===== config.mk =====
export PLATFORM = sky130hd
export DESIGN_NAME = key_ctrl
export DESIGN_NICKNAME = d
export VERILOG_FILES = /design/src/rtl/key_pkg.sv /design/src/rtl/key_debounce.sv /design/src/rtl/key_ctrl.sv
export SDC_FILE = /design/constraint.sdc
export NUM_CORES = 1
export LEC_CHECK = 0
export ABC_AREA = 0
export CELL_PAD_IN_SITES_DETAIL_PLACEMENT = 1
export CELL_PAD_IN_SITES_GLOBAL_PLACEMENT = 1
export CORE_ASPECT_RATIO = 1.5
export CORE_UTILIZATION = 40
export DETAILED_ROUTE_END_ITERATION = 10
export PLACE_DENSITY_LB_ADDON = 0.12
export SLEW_MARGIN = 20
export SYNTH_ARGS = -nofsm -noshare
export SYNTH_HDL_FRONTEND = slang
export SYNTH_SLANG_ARGS = --single-unit
export TNS_END_PERCENT = 50

===== constraint.sdc =====
create_clock -name Clk -period 3.64 [get_ports Clk]
set_input_delay 0.546 -clock Clk [delete_from_list [all_inputs] [get_ports Clk]]
set_output_delay 0.546 -clock Clk [all_outputs]
set_load 0.1 [all_outputs]

===== src/rtl/key_pkg.sv =====
// Shared key codes, fire FSM state type and key classification helper for
// the keyboard command front end.
package key_pkg;

    // USB HID usage codes recognised by the front end
    localparam logic [7:0] KEY_W     = 8'h1A;
    localparam logic [7:0] KEY_A     = 8'h04;
    localparam logic [7:0] KEY_S     = 8'h16;
    localparam logic [7:0] KEY_D     = 8'h07;
    localparam logic [7:0] KEY_SPACE = 8'h2C;
    localparam logic [7:0] KEY_UP    = 8'h52;
    localparam logic [7:0] KEY_DOWN  = 8'h51;
    localparam logic [7:0] KEY_LEFT  = 8'h50;
    localparam logic [7:0] KEY_RIGHT = 8'h4F;

    // Fire path states: waiting, confirming a press, auto-repeating
    typedef enum logic [1:0] {
        F_IDLE     = 2'd0,
        F_DEBOUNCE = 2'd1,
        F_HELD     = 2'd2
    } fire_state_t;

    // True for the four native movement keys (W/A/S/D)
    function automatic bit is_move_key(input logic [7:0] code);
        return (code == KEY_W) || (code == KEY_A) ||
               (code == KEY_S) || (code == KEY_D);
    endfunction

endpackage


===== src/rtl/key_debounce.sv =====
// Generic frame-tick debouncer: a candidate value must be seen on FRAMES
// consecutive ticks before it is published. Any value (including zero) goes
// through the same path, so key release is debounced too.
module key_debounce #(
    parameter int WIDTH  = 16,
    parameter int FRAMES = 2
) (
    input  logic             clk,
    input  logic             reset,      // synchronous, active-low
    input  logic             tick,
    input  logic [WIDTH-1:0] candidate,
    output logic [WIDTH-1:0] value,
    output logic             valid
);

    localparam logic [3:0] LIMIT = 4'(FRAMES);

    logic [WIDTH-1:0] prev_reg;
    logic [3:0]       cnt_reg;
    logic [3:0]       cnt_next;
    logic [WIDTH-1:0] value_reg;
    logic             valid_reg;

    // Stability count for this tick: extend the run (saturating) or restart at 1
    always_comb begin
        cnt_next = 4'd1;
        if (candidate == prev_reg) begin
            cnt_next = (cnt_reg >= LIMIT) ? LIMIT : cnt_reg + 4'd1;
        end
    end

    // Track the previous candidate and publish once it has been stable long enough
    always_ff @(posedge clk) begin
        if (!reset) begin
            prev_reg  <= '0;
            cnt_reg   <= '0;
            value_reg <= '0;
            valid_reg <= 1'b0;
        end else if (tick) begin
            prev_reg <= candidate;
            cnt_reg  <= cnt_next;
            if (cnt_next == LIMIT) begin
                value_reg <= candidate;
                valid_reg <= |candidate;
            end
        end
    end

    assign value = value_reg;
    assign valid = valid_reg;

endmodule


===== src/rtl/key_ctrl.sv =====
// Keyboard command front end for the tank. Turns the raw two-slot keycode
// word into a debounced, frame-aligned movement code and a single-cycle fire
// pulse with auto-repeat. All decisions happen on frame ticks only.
// Optional build macro KEY_ARROW_EN: arrow keys also count as movement keys
// and are translated to their W/A/S/D equivalents before debouncing.
module key_ctrl
    import key_pkg::*;
#(
    parameter int DEBOUNCE_FRAMES = 2,
    parameter int REPEAT_FRAMES   = 20
) (
    input  logic        Clk,
    input  logic        Reset,          // synchronous, active-low
    input  logic        frame_clk,
    input  logic [15:0] keycode,
    output logic [15:0] move_keycode,
    output logic        move_valid,
    output logic        fire,
    output logic        frame_tick
);

    localparam logic [3:0] DEB_LAST = 4'(DEBOUNCE_FRAMES);
    localparam logic [7:0] REP_LAST = 8'(REPEAT_FRAMES - 1);

    // Map one slot byte to a zero-extended movement code, or zero if not a movement key
    function automatic logic [15:0] translate(input logic [7:0] code);
        logic [15:0] result;
        result = 16'h0000;
        if (is_move_key(code)) begin
            result = {8'h00, code};
        end
`ifdef KEY_ARROW_EN
        else begin
            case (code)
                KEY_UP:    result = {8'h00, KEY_W};
                KEY_LEFT:  result = {8'h00, KEY_A};
                KEY_DOWN:  result = {8'h00, KEY_S};
                KEY_RIGHT: result = {8'h00, KEY_D};
                default:   result = 16'h0000;
            endcase
        end
`endif
        return result;
    endfunction

    logic        frame_clk_q_reg;
    logic        frame_tick_reg;
    logic [15:0] slot_code [2];
    logic [1:0]  slot_space;
    logic [15:0] candidate;
    logic        space_seen;

    fire_state_t fire_state_reg;
    logic [3:0]  deb_cnt_reg;
    logic [7:0]  rep_cnt_reg;
    logic        fire_reg;

    // Rising-edge detect of the frame strobe, registered so reset forces it low
    always_ff @(posedge Clk) begin
        if (!Reset) begin
            frame_clk_q_reg <= 1'b0;
            frame_tick_reg  <= 1'b0;
        end else begin
            frame_clk_q_reg <= frame_clk;
            frame_tick_reg  <= frame_clk & ~frame_clk_q_reg;
        end
    end

    // Per-slot decode: movement translation and space detection
    for (genvar gi = 0; gi < 2; gi++) begin : g_slot
        assign slot_code[gi]  = translate(keycode[gi*8 +: 8]);
        assign slot_space[gi] = (keycode[gi*8 +: 8] == KEY_SPACE);
    end

    // Slot0 has priority; unknown keys in slot0 decode to zero and fall through to slot1
    always_comb begin
        candidate = slot_code[1];
        if (slot_code[0] != 16'h0000) begin
            candidate = slot_code[0];
        end
    end

    assign space_seen = |slot_space;

    // The keycode word present on a tick cycle is that frame's sample
    key_debounce #(
        .WIDTH  (16),
        .FRAMES (DEBOUNCE_FRAMES)
    ) u_move_debounce (
        .clk       (Clk),
        .reset     (Reset),
        .tick      (frame_tick_reg),
        .candidate (candidate),
        .value     (move_keycode),
        .valid     (move_valid)
    );

    // Fire FSM: debounce the space key, then auto-repeat every REPEAT_FRAMES while held
    always_ff @(posedge Clk) begin
        if (!Reset) begin
            fire_state_reg <= F_IDLE;
            deb_cnt_reg    <= '0;
            rep_cnt_reg    <= '0;
            fire_reg       <= 1'b0;
        end else begin
            fire_reg <= 1'b0;
            if (frame_tick_reg) begin
                case (fire_state_reg)
                    F_IDLE: begin
                        if (space_seen) begin
                            if (DEB_LAST == 4'd1) begin
                                // Single-frame debounce: the first sighting is already accepted
                                fire_state_reg <= F_HELD;
                                fire_reg       <= 1'b1;
                                rep_cnt_reg    <= '0;
                                deb_cnt_reg    <= 4'd1;
                            end else begin
                                fire_state_reg <= F_DEBOUNCE;
                                deb_cnt_reg    <= 4'd1;
                            end
                        end
                    end
                    F_DEBOUNCE: begin
                        if (!space_seen) begin
                            fire_state_reg <= F_IDLE;
                            deb_cnt_reg    <= '0;
                        end else if (deb_cnt_reg + 4'd1 >= DEB_LAST) begin
                            fire_state_reg <= F_HELD;
                            fire_reg       <= 1'b1;
                            rep_cnt_reg    <= '0;
                            deb_cnt_reg    <= DEB_LAST;
                        end else begin
                            deb_cnt_reg <= deb_cnt_reg + 4'd1;
                        end
                    end
                    F_HELD: begin
                        if (!space_seen) begin
                            fire_state_reg <= F_IDLE;
                            deb_cnt_reg    <= '0;
                            rep_cnt_reg    <= '0;
                        end else if (rep_cnt_reg == REP_LAST) begin
                            fire_reg    <= 1'b1;
                            rep_cnt_reg <= '0;
                        end else begin
                            rep_cnt_reg <= rep_cnt_reg + 8'd1;
                        end
                    end
                    default: begin
                        fire_state_reg <= F_IDLE;
                        deb_cnt_reg    <= '0;
                        rep_cnt_reg    <= '0;
                    end
                endcase
            end
        end
    end

    assign fire       = fire_reg;
    assign frame_tick = frame_tick_reg;

endmodule


==> flow_metrics.tcl, run 1 <==
set metrics [dict create \
    outcome "finished, final reports clean" \
    yosys.area_share.simple 0.278 \
    cts_resized 0 \
    synth_xor_area_frac 0.0271 \
    finalWirelength_um 6080 \
    clk_latency_ns 0.29 \
    ys.flop_type "dfxtp_1" \
    place.port_buffers 29 \
    drc_errors 0 \
    cts_setup_buffers 0 \
    avgRoutedWirePerCell_um 16.2 \
    layout.nets 331 \
    numCtsBuffers 5 \
    gp_congestion 0.811 \
    slew_headroom 0.351 \
    clock_tree.root_cell "clkbuf_8" \
    holdBufCountCts 0 \
    design.core.area_mm2 0.00545 \
    async_flop_share 0 \
    grtUsageTotal 0.227 \
    ys_types 62 \
    gr-total-overflow 0 \
    fin_crit_ns 3.28 \
    first_iter_violations 50 \
    dr.pass1.iters 4 \
    multi_input_comb_area_mm2 0.00137 \
    die_y_um 94.1 \
    grt_pass1_vias 2268 \
    p_per_area_mw_per_mm2 335 \
    fp.dieW_um 63.4 \
    grt_first_pass_wirelength_um 10600 \
    setup_viol_count_final 0 \
    synth_fa_ha_area_frac 0.0443 \
    critPathKind "in -> reg" \
    vias 2175 \
    synth.avg_cell_area_um2 8.50 \
    yosysSeqAreaShare 0.336 \
    synth_edf_count 0 \
    vias_per_cell 5.80 \
    hold_slack_ns 0.395 \
    syn2layout_area_growth_pct 22.0 \
    worstPathRequired_ns 3.86 \
    hpwl_um 4720 \
    io_pins 38 \
    fin_crit_sh 0.900 \
    slew_violations 0 \
    cp-end-kind "flip-flop" \
    synthCells 266 \
    syn_area_mm2 0.00226 \
    setup_ws_ns 0.365 \
    grt_max_degree 20 \
    cts_tree "built" \
    fmax_mhz 305 \
    worst_slew_pin_slew_ns 0.971 \
    num_antenna_cells 0 \
    rows 33 \
    start_kind "input pin" \
    initial_core_util 0.415 \
    finalHoldViolCount 0 \
    worst_ep_arrival_time_ns 3.49 \
    cp_max_fo 10 \
    pre_cts_ws_ns 0.0636 \
    synth-compound-area-share 0.232 \
    clk_pin_slew_ns 0.08 \
    synth_top_family_by_area "simple AND/OR/NAND/NOR gates" \
    synth_mux_area_frac 0.00885 \
    die-area_mm2 0.00596 \
    min_path_type "reg -> reg" \
    vdd.ir_drop.worst_uv 181 \
    drive_gt1_frac 0.118 \
    yosys_warnings 0 \
    skew_ns 0.00959 \
    clockBufferDepth 2 \
    htreeDepth 2 \
    synth-seq-cells 38 \
    fillCellCount 693 \
    rsz0062_at_grt "false" \
    cap_viol_max_count 0 \
    drtAntennaViolNets 0 \
    antenna_found_initial 0 \
    clock_sinks 38 \
    fin_tns_setup_ns 0 \
    seq_area_um2 761 \
    power.leakage_uw 0.00103 \
]
## kinds of logic (layout without fill, tap and decap cells)
logic type / count (synthesis) / in the layout
xor gates and xnor gates: 7 / 7
and+or+nand+nor: 107 / 107
other: 1 / 8
adders and majority gates: 8 / 8
buffers and inverters: 31 / 63
DFF: 38 / 38
muxes: 2 / 2
AOI/OAI and AO/OA: 72 / 72
## stage by stage
stage	utilization	std cells	total power, µW	instance area (µm²)
2_1_floorplan	-	273	535	2290
3_5_place_dp	0.486	367	576	2650
3_3_place_gp	0.486	367	573	2650
6_report	0.506	375	924	2760
4_1_cts	0.506	375	932	2760
5_1_grt	0.506	375	963	2760
## power breakdown
part / total, µW / internal (µW) / switching [µW]
combinational: 136 / 45.2 / 90.4
clock: 358 / 202 / 156
sequential: 430 / 421 / 9.17
## cells in the mapped netlist (all sizes together), types with 3 or more instances
master / count / area share
a2111oi: 3 / 0.014
a211oi: 7 / 0.023
a21oi: 12 / 0.028
a221oi: 3 / 0.012
a31oi: 5 / 0.014
and2: 4 / 0.011
and3: 11 / 0.030
buf: 11 / 0.035
clkbuf: 6 / 0.010
dfxtp: 38 / 0.34
ha: 8 / 0.044
inv: 13 / 0.022
nand2: 14 / 0.023
nand3: 8 / 0.018
nand3b: 4 / 0.013
nor2: 19 / 0.032
nor2b: 5 / 0.014
nor3: 10 / 0.024
nor4: 6 / 0.023
o211ai: 7 / 0.025
o21ai: 13 / 0.029
o41ai: 4 / 0.015
or2: 3 / 0.0094
or3: 8 / 0.024
or3b: 4 / 0.015
or4: 4 / 0.013
xnor2: 3 / 0.012
xor2: 4 / 0.015
## per-layer routing
metal / global-route usage / share of wire / vias up
met5: 0 / 0 / -
met4: 0.104 / 0.029 / 0
met3: 0.0267 / 0.016 / 14
met2: 0.446 / 0.57 / 35
met1: 0.231 / 0.39 / 1072
li1: - / - / 1054
## critical path: stages
cell	delay, ns
clkdlybuf4s50_1	0.50
or4b_4	0.54
nor4_4	0.36
o32ai_1	0.18
a211o_4	0.41
or2_4	0.29
or4_1	0.50
a21oi_1	0.16
## cell type report
cell class                 count  area share
sequential                    38       0.276
clock inverter                 3      0.0145
inverter                      13      0.0177
tap                           70      0.0317
multi-input combinational    204       0.495
timing repair buffer          42       0.141
clock buffer                   5      0.0249
## cells in the final DEF, fill, tap and decap left out, types with 7 or more instances in the layout
cell             synthesis  layout
nand2_1                 14      14
a21oi_1                 11      11
conb_1                   1       8
inv_1                   13      13
nor2_1                  19      19
dfxtp_1                 38      38
a211oi_1                 7       7
nor3_1                   9       9
buf_4                   10      13
nand3_1                  8       8
clkdlybuf4s50_1          0      29
ha_1                     8       8
o21ai_0                 13      13
and3_1                  11      11
## final timing paths
kind / start / to / slack (ns) / cells after the start
worst max-delay path: keycode[12] / rep_cnt_reg[5]$_SDFFE_PN0P_ / 0.36 / 8
worst min-delay path: frame_clk_q_reg$_SDFF_PN0_ / frame_tick$_SDFF_PN0_ / 0.40 / 1
worst max register to register: deb_cnt_reg[0]$_SDFFE_PN0P_ / rep_cnt_reg[5]$_SDFFE_PN0P_ / 1.06 / 8
worst min register to register: frame_clk_q_reg$_SDFF_PN0_ / frame_tick$_SDFF_PN0_ / 0.40 / 1
Power figures use the tool's default switching activity.
==> run 2, diff against run 1 <==
--- a/config.mk
+++ b/config.mk
@@ -9,8 +9,10 @@
 export CELL_PAD_IN_SITES_DETAIL_PLACEMENT = 1
 export CELL_PAD_IN_SITES_GLOBAL_PLACEMENT = 1
 export CORE_ASPECT_RATIO = 1.5
-export CORE_UTILIZATION = 40
+export CORE_UTILIZATION = 41
+export CTS_BUF_LIST = sky130_fd_sc_hd__clkbuf_4 sky130_fd_sc_hd__clkbuf_8
 export DETAILED_ROUTE_END_ITERATION = 10
+export GPL_ROUTABILITY_DRIVEN = 1
 export PLACE_DENSITY_LB_ADDON = 0.12
 export SLEW_MARGIN = 20
 export SYNTH_ARGS = -nofsm -noshare
==> flow_metrics.tcl, run 2 (synthesis results as in run 1) <==
set metrics [dict create \
    clk_pin_slew_ns 0.08 \
    min_path_type "reg -> reg" \
    grt_pass1_vias 2258 \
    critPathKind "in -> reg" \
    fin_crit_sh 0.889 \
    slew_headroom 0.347 \
    rows 32 \
    gr-total-overflow 0 \
    design.core.area_mm2 0.00520 \
    pre_cts_ws_ns 0.0955 \
    finalWirelength_um 6170 \
    layout.nets 330 \
    first_iter_violations 53 \
    fin_crit_ns 3.24 \
    worstPathRequired_ns 3.86 \
    htreeDepth 2 \
    dr.pass1.iters 4 \
    whs_path_depth 1 \
    holdBufCountCts 0 \
    die_y_um 93.0 \
    fp.dieW_um 62.6 \
    cp_max_fo 13 \
    worst_ep_arrival_time_ns 3.45 \
    setup_viol_count_final 0 \
    grt_first_pass_wirelength_um 10500 \
    drc_errors 0 \
    r2r_cells 8 \
    hpwl_um 4690 \
    slew_violations 0 \
    start_kind "input pin" \
    ff2ff_setup_slack_ns 1.11 \
    r2r-end "rep_cnt_reg[5]$_SDFFE_PN0P_" \
    place.port_buffers 29 \
    gp_congestion 0.809 \
    whs_endpoint "frame_tick$_SDFF_PN0_" \
    min_from "frame_clk_q_reg$_SDFF_PN0_" \
    power.leakage_uw 0.00104 \
    cap_viol_max_count 0 \
    io_pins 38 \
    numCtsBuffers 5 \
    cts_tree "built" \
    fmax_mhz 309 \
    clk_latency_ns 0.29 \
    mostFrequentLayoutCells "dfxtp_1 (38), clkdlybuf4s50_1 (29), nor2_1 (19), nand2_1 (14)" \
    num_antenna_cells 0 \
    antenna_found_initial 0 \
    drive_gt1_frac 0.115 \
    worst_slew_pin_slew_ns 0.976 \
    vdd.ir_drop.worst_uv 212 \
    final_common_cell "dfxtp_1" \
    cp-end-kind "flip-flop" \
    r2r-start "deb_cnt_reg[0]$_SDFFE_PN0P_" \
    fin_tns_setup_ns 0 \
    p_per_area_mw_per_mm2 365 \
    grtUsageTotal 0.228 \
    cts_resized 0 \
    clock_tree.root_cell "clkbuf_8" \
    grt_max_degree 25 \
    vias 2103 \
    syn2layout_area_growth_pct 23.1 \
    initial_core_util 0.434 \
    clockBufferDepth 2 \
    skew_ns 0.0135 \
    outcome "finished, final reports clean" \
    setup_ws_ns 0.404 \
    cts_setup_buffers 0 \
    rsz0062_at_grt "false" \
    finalHoldViolCount 0 \
    vias_per_cell 5.65 \
    clock_sinks 38 \
    avgRoutedWirePerCell_um 16.6 \
    drtAntennaViolNets 0 \
    die-area_mm2 0.00582 \
]
-- run 2: worst max path at each step --
| stage | start | end | cells past startpoint |
|---|---|---|---|
| floorplan | keycode[1] | u_move_debounce.value[5]$_SDFFE_PN0P_ | 8 |
| global placement | keycode[12] | rep_cnt_reg[5]$_SDFFE_PN0P_ | 8 |
| detailed placement | keycode[2] | u_move_debounce.value[6]$_SDFFE_PN0P_ | 8 |
| CTS | keycode[2] | u_move_debounce.cnt_reg[2]$_SDFFE_PN0P_ | 9 |
| global route | keycode[2] | u_move_debounce.cnt_reg[2]$_SDFFE_PN0P_ | 9 |
| finish | keycode[2] | u_move_debounce.cnt_reg[2]$_SDFFE_PN0P_ | 9 |
-- run 2: per-layer routing --
layer / vias up / GRT usage / wire length [µm]
met4: 0 / 0.0911 / 146
met1: 1011 / 0.220 / 2340
li1: 1050 / - / -
met5: - / 0 / 0
met3: 11 / 0.0197 / 82
met2: 31 / 0.477 / 3600
-- run 2: final cells by class --
type,count,area (µm²)
timing repair buffer,41,380
tap,68,85.1
sequential,38,761
fill,634,2420
clock inverter,2,60.1
inverter,13,48.8
clock buffer,6,82.6
multi-input combinational,204,1370
-- run 2: worst max-delay path, stage by stage --
cell and delay, ns:
clkdlybuf4s50_1 0.53, or3b_1 0.41, o32a_1 0.35, a21o_1 0.31
mux2i_1 0.35, xor2_1 0.14, buf_4 0.20, or4_1 0.46
a21oi_1 0.14
-- run 2: power breakdown --
part | total, µW | switching [µW] | internal [µW]
Combinational | 135 | 90.4 | 44.4
Clock | 450 | 157 | 293
Sequential | 430 | 8.87 | 421
Total | 1010 | 257 | 758
-- run 2: metrics by stage --
step                      hold WS [ns]  cells  power (µW)  cell area (µm²)  utilization
final                            0.411    372        1010             2780        0.535
after global routing             0.430    372        1050             2780        0.535
after CTS                        0.414    372        1020             2780        0.535
after detailed placement         0.402    364         575             2640        0.507
after global placement           0.373    364         572             2640        0.507
after floorplan                  0.367    273         535             2290            -
==> run 3, diff against run 2 <==
--- a/config.mk
+++ b/config.mk
@@ -11,6 +11,7 @@
 export CORE_ASPECT_RATIO = 1.5
 export CORE_UTILIZATION = 41
 export CTS_BUF_LIST = sky130_fd_sc_hd__clkbuf_4 sky130_fd_sc_hd__clkbuf_8
+export CTS_CLUSTER_SIZE = 12
 export DETAILED_ROUTE_END_ITERATION = 10
 export GPL_ROUTABILITY_DRIVEN = 1
 export PLACE_DENSITY_LB_ADDON = 0.12
@@ -18,4 +19,3 @@
 export SYNTH_ARGS = -nofsm -noshare
 export SYNTH_HDL_FRONTEND = slang
 export SYNTH_SLANG_ARGS = --single-unit
-export TNS_END_PERCENT = 50
==> results of run 3 <==
The final DEF is identical to that of run 2; final timing and power are the same.
